File: src/rtl/demux_1_bit_buffered.sv
// 1-to-2 buffered demultiplexer: each input word is steered by C into one of
// two independent per-channel FIFOs, each drained through its own valid/ready port.

module demux_1_bit_buffered_fifo #(
    parameter int WIDTH = 16,
    parameter int DEPTH = 2
) (
    input  logic                       clk,
    input  logic                       rst_n,
    input  logic                       push,
    input  logic [WIDTH-1:0]           wr_data,
    input  logic                       ready,
    output logic [WIDTH-1:0]           head,
    output logic                       valid,
    output logic                       full,
    output logic [$clog2(DEPTH):0]     count
);
    localparam int PW = $clog2(DEPTH);
    localparam int CW = PW + 1;
    localparam logic [CW-1:0] DEPTH_C = CW'(DEPTH);

    logic [WIDTH-1:0] mem [DEPTH];
    logic [PW-1:0]    wr_ptr;
    logic [PW-1:0]    rd_ptr;
    logic [WIDTH-1:0] last_head;
    logic             pop;

    assign valid = (count != '0);
    assign full  = (count == DEPTH_C);
    assign pop   = valid && ready;

    // When empty the port keeps showing the most recent head word.
    assign head = valid ? mem[rd_ptr] : last_head;

    always_ff @(posedge clk or negedge rst_n) begin
        if (!rst_n) begin
            for (int i = 0; i < DEPTH; i++) begin
                mem[i] <= '0;
            end
            wr_ptr <= '0;
        end else if (push) begin
            mem[wr_ptr] <= wr_data;
            wr_ptr      <= wr_ptr + PW'(1);
        end
    end

    always_ff @(posedge clk or negedge rst_n) begin
        if (!rst_n) begin
            rd_ptr    <= '0;
            last_head <= '0;
        end else begin
            if (valid) begin
                last_head <= mem[rd_ptr];
            end
            if (pop) begin
                rd_ptr <= rd_ptr + PW'(1);
            end
        end
    end

    // Occupancy alone decides full/empty; pointers just wrap modulo DEPTH.
    always_ff @(posedge clk or negedge rst_n) begin
        if (!rst_n) begin
            count <= '0;
        end else begin
            case ({push, pop})
                2'b10:   count <= count + CW'(1);
                2'b01:   count <= count - CW'(1);
                default: count <= count;
            endcase
        end
    end
endmodule

module demux_1_bit_buffered #(
    parameter int WIDTH = 16,
    parameter int DEPTH = 2
) (
    input  logic                   CLK,
    input  logic                   RST_N,
    input  logic [WIDTH-1:0]       D,
    input  logic                   C,
    input  logic                   IN_VALID,
    output logic                   IN_READY,
    output logic [WIDTH-1:0]       A,
    output logic                   A_VALID,
    input  logic                   A_READY,
    output logic [WIDTH-1:0]       B,
    output logic                   B_VALID,
    input  logic                   B_READY,
    output logic [$clog2(DEPTH):0] A_COUNT,
    output logic [$clog2(DEPTH):0] B_COUNT
);
    // Handshake: a word moves on any rising edge where its valid and ready are
    // both high. IN_READY depends only on C and the registered counts, never
    // on A_READY/B_READY, so a full FIFO refuses a push even while popping.
    logic a_full;
    logic b_full;
    logic push_a;
    logic push_b;

    assign IN_READY = RST_N && (C ? !b_full : !a_full);
    assign push_a   = IN_VALID && IN_READY && !C;
    assign push_b   = IN_VALID && IN_READY && C;

    demux_1_bit_buffered_fifo #(
        .WIDTH (WIDTH),
        .DEPTH (DEPTH)
    ) u_fifo_a (
        .clk     (CLK),
        .rst_n   (RST_N),
        .push    (push_a),
        .wr_data (D),
        .ready   (A_READY),
        .head    (A),
        .valid   (A_VALID),
        .full    (a_full),
        .count   (A_COUNT)
    );

    demux_1_bit_buffered_fifo #(
        .WIDTH (WIDTH),
        .DEPTH (DEPTH)
    ) u_fifo_b (
        .clk     (CLK),
        .rst_n   (RST_N),
        .push    (push_b),
        .wr_data (D),
        .ready   (B_READY),
        .head    (B),
        .valid   (B_VALID),
        .full    (b_full),
        .count   (B_COUNT)
    );
endmodule

File: config.mk
export PLATFORM = sky130hd
export DESIGN_NAME = demux_1_bit_buffered
export DESIGN_NICKNAME = d
export VERILOG_FILES = /design/src/rtl/demux_1_bit_buffered.sv
export SDC_FILE = /design/constraint.sdc
export NUM_CORES = 1
export LEC_CHECK = 0
export ABC_CLOCK_PERIOD_IN_PS = 5000
export BUFFER_PORTS_ARGS = -buffer_cell sky130_fd_sc_hd__buf_4
export CORE_MARGIN = 1
export CORE_UTILIZATION = 50
export DETAILED_ROUTE_END_ITERATION = 8
export MAX_ROUTING_LAYER = met4
export PLACE_DENSITY_LB_ADDON = 0.12
export SLEW_MARGIN = 20
export SYNTH_ARGS = -nofsm -noshare
export SYNTH_HDL_FRONTEND = slang
export SYNTH_SLANG_ARGS = --single-unit
File: constraint.sdc
create_clock -name CLK -period 5 [get_ports CLK]
set_input_delay 0.25 -clock CLK [delete_from_list [all_inputs] [get_ports CLK]]
set_output_delay 0.25 -clock CLK [all_outputs]
set_load 0.02 [all_outputs]
## After elaboration in Yosys (flattened, before gate mapping)

Index checks and enable logic that the tools add are counted.

| storage, ports and cells | value |
|---|---|
| logic and storage cells | 68 |
| bits in registers | 104 |

| cells by class | value |
|---|---|
| magnitude comparators | 6 |
| $add $sub $neg | 8 |
| muxes and demuxes | 17 |
| bitwise logic cells | 4 |
| reduce and logical (&&, ||, !) cells | 15 |
| equal/unequal tests | 6 |

Operators by type and width:

| kind | count |
|---|---|
| two-way mux 16 bit | 10 |
| bitwise mux 32 bit | 2 |
| demux 16 bit (select 1 bit) | 2 |
| equality test 2 bit (second input constant) | 4 |
| greater-or-equal comparator 2 bit (second input constant) | 4 |
| logical AND 1 bit | 8 |
| NOT 1 -> 2 bit | 4 |
| one-hot mux 2 bit (2 select lines) | 2 |
| nonzero test 2 bit | 4 |
| adder 1 bit (second input constant) | 4 |
| adder 2 x 1 -> 2 bit (second input constant) | 2 |
| equality test 2 x 1 -> 1 bit (second input constant) | 2 |
| less-than comparator 2 x 1 -> 1 bit (second input constant) | 2 |
| subtractor 2 x 1 -> 2 bit (second input constant) | 2 |
| zero test 1 bit | 3 |
| two-way mux 1 bit | 1 |

## Longest topological paths before layout

Gate-level depths: netlist (run 1).

| logic depth | value |
|---|---|
| depth after elaboration | 8 |
| mapped depth | 7 |

## By module

A second synthesis (run 1) with hierarchy kept.

| second synthesis, totals | value |
|---|---|
| cell total of the unflattened synthesis | 311 |
| area, all modules | 4271.6 µm² |

Modules (own cells, without submodules):

| module | cells an instance | sequential area each (µm²) | times used | area an instance (µm²) |
|---|---|---|---|---|
| demux_1_bit_buffered_fifo | 153 | 1301.2 | 2 | 2119.5 |
| demux_1_bit_buffered | 5 | 0.0 | 1 | 32.5 |

## Least setup slack after synthesis (run 1)

Ideal clock, no wire load.

| timing path | value |
|---|---|
| path type | register to output |
| start | reg u_fifo_a.count[0] |
| end | out A[0] |
| path slack | 3.090 ns |
| arrival time | 1.660 ns |
| required time | 4.750 ns |
| stages on the path, launching flop included | 5 |
| cell sequence | dfrtp_1 > or2_2 > clkbuf_1 > clkbuf_1 > a21oi_1 |

| on the way | value |
|---|---|
| longest elaborated chain between the ends | 2 |

Ends and longest elaborated chain:

| element | RTL line | text |
|---|---|---|
| start, declared | 16 | `output logic [$clog2(DEPTH):0] count` |
| start signal, assigned | 67 | `2'b10: count <= count + CW'(1);` |
| start signal, assigned | 68 | `2'b01: count <= count - CW'(1);` |
| start signal, assigned | 69 | `default: count <= count;` |
| nonzero test 2 bit | 28 | `assign valid = (count != '0);` |
| named net A_VALID | 86 | `output logic A_VALID,` |
| two-way mux 16 bit | 33 | `assign head = valid ? mem[rd_ptr] : last_head;` |
| end, declared | 85 | `output logic [WIDTH-1:0] A,` |

The timed path passes the listed nets, and every way through them passes these cells.

## Final worst setup path (run 1)

| timing path | value |
|---|---|
| start | in RST_N |
| end | reg u_fifo_b.mem[30] (netlist bit) |

| on the way | value |
|---|---|
| longest elaborated chain between the ends | 3 |

Ends and longest elaborated chain:

| element | RTL line | text |
|---|---|---|
| start, declared | 80 | `input logic RST_N,` |
| logical AND 1 bit | 102 | `assign IN_READY = RST_N && (C ? !b_full : !a_full);` |
| logical AND 1 bit (2 in a row) | 104 | `assign push_b = IN_VALID && IN_READY && C;` |
| end signal, assigned by index | 42 | `mem[wr_ptr] <= wr_data;` |
| end, declared | 22 | `logic [WIDTH-1:0] mem [DEPTH];` |

No other way between the ends.
A chain may end at the register's enable or synchronous reset.

==> reports/metrics.cfg, run 1 <==
[critical_path]
ff2ff_setup_slack_ns = 2.90
critPathRequiredTime_ns = 5.25
crit_chain = dlygate4sd3_1, buf_4, nand2_1, nor4b_4, mux2_2
worst_path_largest_cell_delay_ns = 0.96
critPathLaunchType = input port
cp_max_fo = 37
endpoint_kind = flip-flop
worstPathArrival_ns = 2.85
slowest_stage = nor4b_4
crit_type = in -> reg

[floorplan]
die_area_mm2 = 0.00901
die_w_um = 94.9
io_pins = 61
initial_utilization_pct = 52.0
die_h_um = 94.9
core_mm2 = 0.00830
row_count = 33

[layout]
final_util_pct = 60.6
nets = 393
finish.instance_area_mm2 = 0.00503
fin_cells = 479
antenna_cells = 0
area_delta_synth_final_pct = 16.4
fillers = 695
drive_above_1_share_pct = 40.1

[grt]
gr-usage-all-layers_pct = 19.3
grt_pass1_wl_um = 12400
antenna_found_initial = 0
overflow = 0
grt_start_max_net_pins = 72
grt_pass1_vias = 2386

[timing]
grt_setup_unrepaired = no
maxSlewViolCount = 0
finalHoldViolations = 0
fin_crit_ns = 2.61
max_slew_margin_pct = 30.2
finalSetupTns_ns = 0
worst_clock_skew_ns = 0.00886
fmax_mhz = 383
tightest_slew_ns = 1.04
finalSetupViolations = 0
period_share_pct = 52.2

[route]
wl_per_cell_um = 16.1
vias_per_cell = 5.18
dr.first_iter.drc_count = 71
routed_wl_um = 7710
first_pass_iters = 4
wl_met3_um = 223
ant_nets = 0
wl_met2_um = 3350
top_layer_used = met4
drc = 0
met1Wirelength_um = 4050
routed-via-count = 2480

[cts]
clockRootBuffer = clkbuf_8
cts_tree = yes
cts.sinks = 104
clk_latency_ns = 0.36
clk_path_buf_depth = 2
post_cts.resized_instances = 0
cts-htree-levels = 3
clkTransAtPathRegs_ns = 0.10
numCtsBuffers = 9

[pwr]
seqPwrFrac_pct = 40.4
p_clk_share_pct = 13.5
power_density_mw_per_mm2 = 761
max-vdd-ir-drop_mv = 0.428
pwr-share-comb_pct = 46.1
power_switching_w = 0.00145
switching_share_pct = 38.0
internal_power_w = 0.00237
leakage_nw = 2.36

[run_status]
status = finished, final reports clean

[placed_design]
place_inst = 462
place_area_mm2 = 0.00482
gp_congestion = 0.700
hpwl_um = 5230
io_buffers = 60

[logic_synthesis]
synth-seq-cells = 104
synthCells = 312
syn-mean-instance-area_um2 = 13.8
netlist_area_mm2 = 0.00432
ys_seq_area_share_pct = 60.3
ys_types = 25
syn_nets = 336
yosysWarnings = 0

[job]
maxCapViolations = 0

[min_path]
hp-class = in -> reg

==> worst max-delay path, delay by kind of cell <==
kind | cells | cell delay, ns
mux | 1 | 0.42
simple gates | 2 | 1.24
buf+inv | 2 | 0.93
==> area by class of cell <==
class | instances | area, um^2 | area share [%]
clock buffers | 9 | 124 | 2.46
clock inverters | 7 | 70.1 | 1.39
inverters | 1 | 3.75 | 0.0747
multi-input cells | 190 | 1620 | 32.2
flip-flops and latches | 104 | 2600 | 51.8
well taps | 105 | 131 | 2.61
repair buffers | 63 | 475 | 9.46
==> cell families (layout without fill, tap and decap cells) <==
family | Yosys count | after routing | synth area share [%]
compound gates | 33 | 33 | 3.97
fa+ha+maj | 2 | 2 | 0.579
flops | 104 | 104 | 60.3
xor+xnor | 10 | 10 | 2.03
buf+inv | 18 | 80 | 2.26
mux | 96 | 96 | 25.0
simple gates | 49 | 49 | 5.94
==> metrics by stage <==
stage	worst slack [ns]	power [W]	hold WS, ns
floorplan	3.09	0.00271	-0.0456
global placement	2.53	0.00330	0.232
detailed placement	2.46	0.00335	0.242
CTS	2.31	0.00387	0.134
global route	2.12	0.00408	0.135
finish	2.39	0.00382	0.152
==> registers in the layout, summed over array words and instances (netlist names) <==
| name | count |
|---|---|
| u_fifo_a.mem | 32 |
| u_fifo_b.mem | 32 |
| u_fifo_a.last_head | 16 |
| u_fifo_b.last_head | 16 |
| u_fifo_a.count | 2 |
| u_fifo_b.count | 2 |
| u_fifo_a.rd_ptr | 1 |
| u_fifo_a.wr_ptr | 1 |
| u_fifo_b.rd_ptr | 1 |
| u_fifo_b.wr_ptr | 1 |
==> final timing paths <==
| kind | end | cells after the start | from |
|---|---|---|---|
| setup / recovery | u_fifo_b.mem[30]$_DFFE_PN0P_ | 5 | RST_N |
| hold / removal | u_fifo_a.mem[26]$_DFFE_PN0P_ | 2 | D[10] |
| setup reg to reg | u_fifo_a.mem[31]$_DFFE_PN0P_ | 3 | u_fifo_a.count[1]$_DFFE_PN0P_ |
| hold reg to reg | u_fifo_a.wr_ptr$_DFFE_PN0N_ | 1 | u_fifo_a.wr_ptr$_DFFE_PN0N_ |
| max in group asynchronous | u_fifo_b.mem[30]$_DFFE_PN0P_ | 3 | RST_N |
| min in group asynchronous | u_fifo_b.count[0]$_DFFE_PN0P_ | 2 | RST_N |
==> cells in the mapped netlist, drive strengths merged <==
library cell | number | share of area, %
dfrtp | 104 | 60
mux2 | 64 | 18
nor2 | 35 | 3.0
a21oi | 32 | 3.7
mux2i | 32 | 7.4
clkbuf | 10 | 0.87
buf | 7 | 1.3
xnor2 | 6 | 1.2
xor2 | 4 | 0.81
and2 | 2 | 0.29
ha | 2 | 0.58
nand2 | 2 | 0.17
nor2b | 2 | 0.35
nor4b | 2 | 1.1
or2 | 2 | 0.29
inv | 1 | 0.087
nand4 | 1 | 0.14
o311a | 1 | 0.26
or3 | 1 | 0.17
or3b | 1 | 0.20
or4 | 1 | 0.17
==> layout by cell type (no fill, tap or decap) <==
cell type / instances
xnor2_1: 6
nor2b_1: 1
or2_2: 2
nor2b_2: 1
inv_1: 1
nor2_1: 35
nand2_1: 2
o311a_2: 1
ha_1: 2
nand4_1: 1
xor2_1: 4
mux2_2: 54
or3b_2: 1
mux2i_1: 32
dlygate4sd3_1: 1
or3_2: 1
bufinv_16: 1
buf_4: 62
dfrtp_1: 104
inv_6: 2
mux2_4: 10
or4_1: 1
clkinv_2: 3
a21oi_1: 32
clkbuf_8: 9
nor4b_4: 2
clkinvlp_4: 1
and2_1: 2
==> layer usage <==
metal,GRT usage [%],vias to the layer above
met4,7.95,0
met3,3.14,10
met1,29.0,1237
li1,-,1192
met5,-,-
met2,25.7,41
==> what timing repair did <==
item / in CTS / in global routing
hold endpoints to repair: 33 / 0
buffers inserted: 0 / 0
hold buffers: 1 / 0
==> power groups by stage <==
stage               Sequential, W  Combinational [W]  Clock (W)
global placement          0.00155            0.00175          0
floorplan                 0.00146            0.00125          0
CTS                       0.00155            0.00179   0.000534
finish                    0.00154            0.00176   0.000517
detailed placement        0.00157            0.00178          0
global route              0.00160            0.00191   0.000568
(Power assumes the default switching activity.)
==> inputs of run 2 (changes only) <==
--- a/config.mk
+++ b/config.mk
@@ -5,7 +5,7 @@
 export SDC_FILE = /design/constraint.sdc
 export NUM_CORES = 1
 export LEC_CHECK = 0
-export ABC_CLOCK_PERIOD_IN_PS = 5000
+export ABC_CLOCK_PERIOD_IN_PS = 2590
 export BUFFER_PORTS_ARGS = -buffer_cell sky130_fd_sc_hd__buf_4
 export CORE_MARGIN = 1
 export CORE_UTILIZATION = 50
==> constraint.sdc (replaced) <==
create_clock -name CLK -period 2.59 [get_ports CLK]
set_input_delay 0.1295 -clock CLK [delete_from_list [all_inputs] [get_ports CLK]]
set_output_delay 0.1295 -clock CLK [all_outputs]
set_load 0.02 [all_outputs]
==> reports/metrics.cfg, run 2 (synthesis results as in run 1) <==
[grt]
gr-usage-all-layers_pct = 19.5
antenna_found_initial = 0
grt_pass1_wl_um = 12700
grt_start_max_net_pins = 52
overflow = 0
grt_pass1_vias = 2520

[route]
first_pass_iters = 4
routed-via-count = 2489
wl_per_cell_um = 16.1
drc = 0
vias_per_cell = 5.13
dr.first_iter.drc_count = 79
ant_nets = 0
routed_wl_um = 7830

[layout]
area_delta_synth_final_pct = 17.1
reg_top3 = u_fifo_a.mem: 32 flops, u_fifo_b.mem: 32 flops
drive_above_1_share_pct = 40.8
finish.instance_area_mm2 = 0.00506
final_common_cell = dfrtp_1
fillers = 707
ff_latch_area_mm2 = 0.00260
multi_input_area_mm2 = 0.00162
antenna_cells = 0
nets = 400
final_cell_mix = 104 x dfrtp_1, 69 x buf_4, 54 x mux2_2, 35 x nor2_1

[floorplan]
initial_utilization_pct = 52.0
io_pins = 61
core_mm2 = 0.00830
die_w_um = 94.9
row_count = 33
die_h_um = 94.9
die_area_mm2 = 0.00901

[job]
maxCapViolations = 0

[timing]
finalHoldViolations = 0
fin_crit_ns = 2.16
max_slew_margin_pct = 57.3
grt_setup_unrepaired = no
fin_ws_ns = 0.434
finalSetupViolations = 0
worst_clock_skew_ns = 0.0146
period_share_pct = 83.3
fmax_mhz = 464
finalSetupTns_ns = 0
maxSlewViolCount = 0
tightest_slew_ns = 0.640

[critical_path]
worstPathArrival_ns = 2.03
reg2reg_from = u_fifo_b.count[0]$_DFFE_PN0P_
ff2ff_setup_slack_ns = 0.58
ff2ff_path_depth = 5
cp_max_fo = 51
rr_endpoint = u_fifo_b.count[1]$_DFFE_PN0P_
critPathRequiredTime_ns = 2.46
critPathLaunchType = input port
endpoint_kind = output pin
crit_type = in -> out
worstSetupStartpoint = RST_N

[pwr]
finalPower_w = 0.00733
power_density_mw_per_mm2 = 1450
max-vdd-ir-drop_mv = 0.768
leakage_nw = 2.38

[cts]
clk_path_buf_depth = 2
clkTransAtPathRegs_ns = 0.10
cts-htree-levels = 3
clockRootBuffer = clkbuf_8
numCtsBuffers = 9
cts_setup_buffers = 0
clk_latency_ns = 0.36
cts.sinks = 104
cts_tree = yes

[placed_design]
place_area_mm2 = 0.00487
io_buffers = 60
dpl_worst_slack_ns = 0.591
hpwl_um = 5300
gp_congestion = 0.731

[min_path]
hp-start = D[12]
hp-class = in -> reg
min_to = u_fifo_b.mem[12]$_DFFE_PN0P_
hold_depth = 2

[run_status]
status = finished, final reports clean

run 2: worst max-delay path by stage:
stage | end | slack (ns) | depth (start not counted)
2_1_floorplan | u_fifo_a.mem[22]$_DFFE_PN0P_ | 0.73 | 5
3_3_place_gp | u_fifo_b.count[1]$_DFFE_PN0P_ | 0.68 | 6
3_5_place_dp | u_fifo_b.count[1]$_DFFE_PN0P_ | 0.59 | 6
4_1_cts | IN_READY | 0.36 | 5
5_1_grt | IN_READY | 0.20 | 5
6_report | IN_READY | 0.43 | 5
run 2: per-layer routing:
| metal | up-vias | track usage (%) | part of all wire (%) |
|---|---|---|---|
| met1 | 1241 | 26.8 | 50 |
| met3 | 6 | 4.11 | 2.8 |
| li1 | 1200 | - | - |
| met4 | 0 | 5.43 | 0.83 |
| met5 | - | - | 0 |
| met2 | 42 | 29.6 | 46 |
run 2: report_power, final:
part | leakage, nW | switching [W] | internal, W | total, W
Sequential | 1.24 | 0.000394 | 0.00246 | 0.00286
Combinational | 1.05 | 0.00188 | 0.00169 | 0.00357
Clock | 0.0858 | 0.000531 | 0.000375 | 0.000907
Total | 2.38 | 0.00280 | 0.00453 | 0.00733
run 2: cell type report:
class	count	share of cell area, %
clock buffer	11	2.80
clock inverter	4	0.594
inverter	1	0.0742
multi-input combinational	190	32.0
sequential	104	51.5
tap	105	2.60
timing repair buffer	70	10.4
run 2: stage by stage:
step	util [%]	cells	hold WS (ns)
6_report	60.9	485	0.0389
5_1_grt	60.9	485	0.0197
4_1_cts	60.9	485	0.0253
3_5_place_dp	58.7	469	0.0666
3_3_place_gp	58.7	469	0.0619
2_1_floorplan	-	312	-0.166
run 2: critical path, stage by stage:
cell	delay [ns]
dlygate4sd3_1	0.52
buf_4	0.33
buf_4	0.60
o311a_2	0.30
buf_4	0.13
run 2: timing repair:
action,in CTS,in global routing
hold endpoints to repair,25,0
resized for setup,0,0
hold buffers,1,0
endpoints found under the setup margin,0,0
==> inputs of run 3 (changes only) <==
--- a/config.mk
+++ b/config.mk
@@ -5,7 +5,7 @@
 export SDC_FILE = /design/constraint.sdc
 export NUM_CORES = 1
 export LEC_CHECK = 0
-export ABC_CLOCK_PERIOD_IN_PS = 2590
+export ABC_CLOCK_PERIOD_IN_PS = 2200
 export BUFFER_PORTS_ARGS = -buffer_cell sky130_fd_sc_hd__buf_4
 export CORE_MARGIN = 1
 export CORE_UTILIZATION = 50
==> constraint.sdc (replaced) <==
create_clock -name CLK -period 2.2 [get_ports CLK]
set_input_delay 0.11 -clock CLK [delete_from_list [all_inputs] [get_ports CLK]]
set_output_delay 0.11 -clock CLK [all_outputs]
set_load 0.02 [all_outputs]
==> reports/metrics.cfg, run 3 (synthesis results as in run 1) <==
[job]
maxCapViolations = 0

[floorplan]
die_area_mm2 = 0.00901
io_pins = 61
die_h_um = 94.9
row_count = 33
die_w_um = 94.9
initial_utilization_pct = 52.0
core_mm2 = 0.00830

[timing]
fin_crit_ns = 1.95
maxSlewViolCount = 0
worst_clock_skew_ns = 0.00949
period_share_pct = 88.5
finalHoldViolations = 0
grt_setup_unrepaired = no
tightest_slew_ns = 0.667
finalSetupTns_ns = 0
finalSetupViolations = 0
max_slew_margin_pct = 55.5
fmax_mhz = 513

[critical_path]
reg2reg_from = u_fifo_b.count[1]$_DFFE_PN0P_
path_depth = 4
ff2ff_setup_slack_ns = 0.38
critical-path-top-delay-family = flip-flops
critPathCapture = B[6]
worstPathArrival_ns = 1.84
cp_max_fo = 33
crit_chain = or2_2, buf_4, a21oi_1, buf_4
critical_path_buf_inv_count = 2
crit_type = reg -> out
critPathRequiredTime_ns = 2.09
endpoint_kind = output pin
crit_top_cell = buf_4
slowest_stage = dfrtp_1
ff2ff_path_depth = 5
worst_path_largest_cell_delay_ns = 0.45
rr_endpoint = u_fifo_b.count[1]$_DFFE_PN0P_
critPathLaunchType = flip-flop
worstSetupStartpoint = u_fifo_b.count[0]$_DFFE_PN0P_

[layout]
area_delta_synth_final_pct = 21.2
fillers = 654
final_cell_mix = 104 x dfrtp_1, 71 x buf_4, 54 x mux2_2, 35 x nor2_1
drive_above_1_share_pct = 40.2
antenna_cells = 0
reg_top3 = u_fifo_a.mem: 32 flops, u_fifo_b.mem: 32 flops
fin_cells = 501
nets = 415
final_common_cell = dfrtp_1

[pwr]
power_density_mw_per_mm2 = 1680
max-vdd-ir-drop_mv = 0.922
leakage_nw = 2.46

[cts]
clk_latency_ns = 0.36
cts-htree-levels = 3
post_cts.resized_instances = 0
clockRootBuffer = clkbuf_8
clkTransAtPathRegs_ns = 0.10
cts_tree = yes
cts.sinks = 104
clk_path_buf_depth = 2
numCtsBuffers = 9

[placed_design]
gp_congestion = 0.741
io_buffers = 60
place_inst = 471
hpwl_um = 5270

[grt]
top_usage_layer = met2
use_met2_pct = 29.6
overflow = 0
grt_pass1_vias = 2586
gr-usage-all-layers_pct = 20.3
grt_start_max_net_pins = 54
grtUsageMet3_pct = 5.15
use_met1_pct = 28.4
grt_pass1_wl_um = 13100
antenna_found_initial = 0

[run_status]
status = finished, final reports clean

[route]
routed_wl_um = 7910
drc = 0
routed-via-count = 2565
first_pass_iters = 4
vias_per_cell = 5.12
dr.first_iter.drc_count = 51
wl_per_cell_um = 15.8
ant_nets = 0

[min_path]
hp-class = in -> reg

## run 3: changes by cell type in the layout (fill, tap and decap cells not counted)
cell / before / now
dlygate4sd3_1: 1 / 14
bufinv_16: 0 / 1
buf_4: 69 / 71
clkinvlp_4: 1 / 0
inv_6: 1 / 2
clkbuf_1: 1 / 0
clkinv_2: 1 / 2
## run 3: cell type report
class | instances | area, um^2 | share of cell area [%]
Clock buffer | 10 | 138 | 2.63
Clock inverter | 6 | 66.3 | 1.27
Inverter | 1 | 3.75 | 0.0717
Multi-Input combinational cell | 190 | 1620 | 30.9
Sequential cell | 104 | 2600 | 49.7
Tap cell | 105 | 131 | 2.51
Timing Repair Buffer | 85 | 673 | 12.9
## run 3: power by group
group	total, W	internal (W)	switching [W]
Combinational	0.00427	0.00203	0.00224
Clock	0.00120	0.000564	0.000638
Sequential	0.00335	0.00290	0.000449
Total	0.00882	0.00549	0.00333
## run 3: how the worst min path moves through the flow
| stage | start | endpoint | slack [ns] | cells past startpoint |
|---|---|---|---|---|
| floorplan | RST_N | u_fifo_a.count[0]$_DFFE_PN0P_ | -0.19 | 0 |
| global placement | RST_N | u_fifo_b.wr_ptr$_DFFE_PN0N_ | 0.31 | 2 |
| detailed placement | RST_N | u_fifo_b.mem[1]$_DFFE_PN0P_ | 0.31 | 2 |
| CTS | D[4] | u_fifo_a.mem[20]$_DFFE_PN0P_ | 0.0006 | 2 |
| global route | D[2] | u_fifo_b.mem[18]$_DFFE_PN0P_ | 0.005 | 2 |
| finish | D[4] | u_fifo_a.mem[20]$_DFFE_PN0P_ | 0.02 | 2 |
## run 3: metal layers
layer,routed length (um),vias up
li1,-,1236
met5,0,-
met1,4050,1280
met3,269,7
met2,3520,42
met4,76,0
## run 3: through the flow
| stage | hold WS, ns | power, W | area [um^2] | setup slack (ns) | utilization, % |
|---|---|---|---|---|---|
| floorplan | -0.186 | 0.00616 | 4320 | 0.340 | - |
| global placement | 0.307 | 0.00756 | 4890 | 0.454 | 58.9 |
| detailed placement | 0.307 | 0.00769 | 4890 | 0.398 | 58.9 |
| CTS | 0.000573 | 0.00894 | 5220 | 0.234 | 62.9 |
| global route | 0.00479 | 0.00946 | 5230 | 0.152 | 63.1 |
| finish | 0.0235 | 0.00882 | 5230 | 0.252 | 63.1 |
## run 3: repair_timing
item	4_1_cts	5_1_grt
hold buffers	13	1
setup buffers	0	0
hold endpoints to repair	131	1
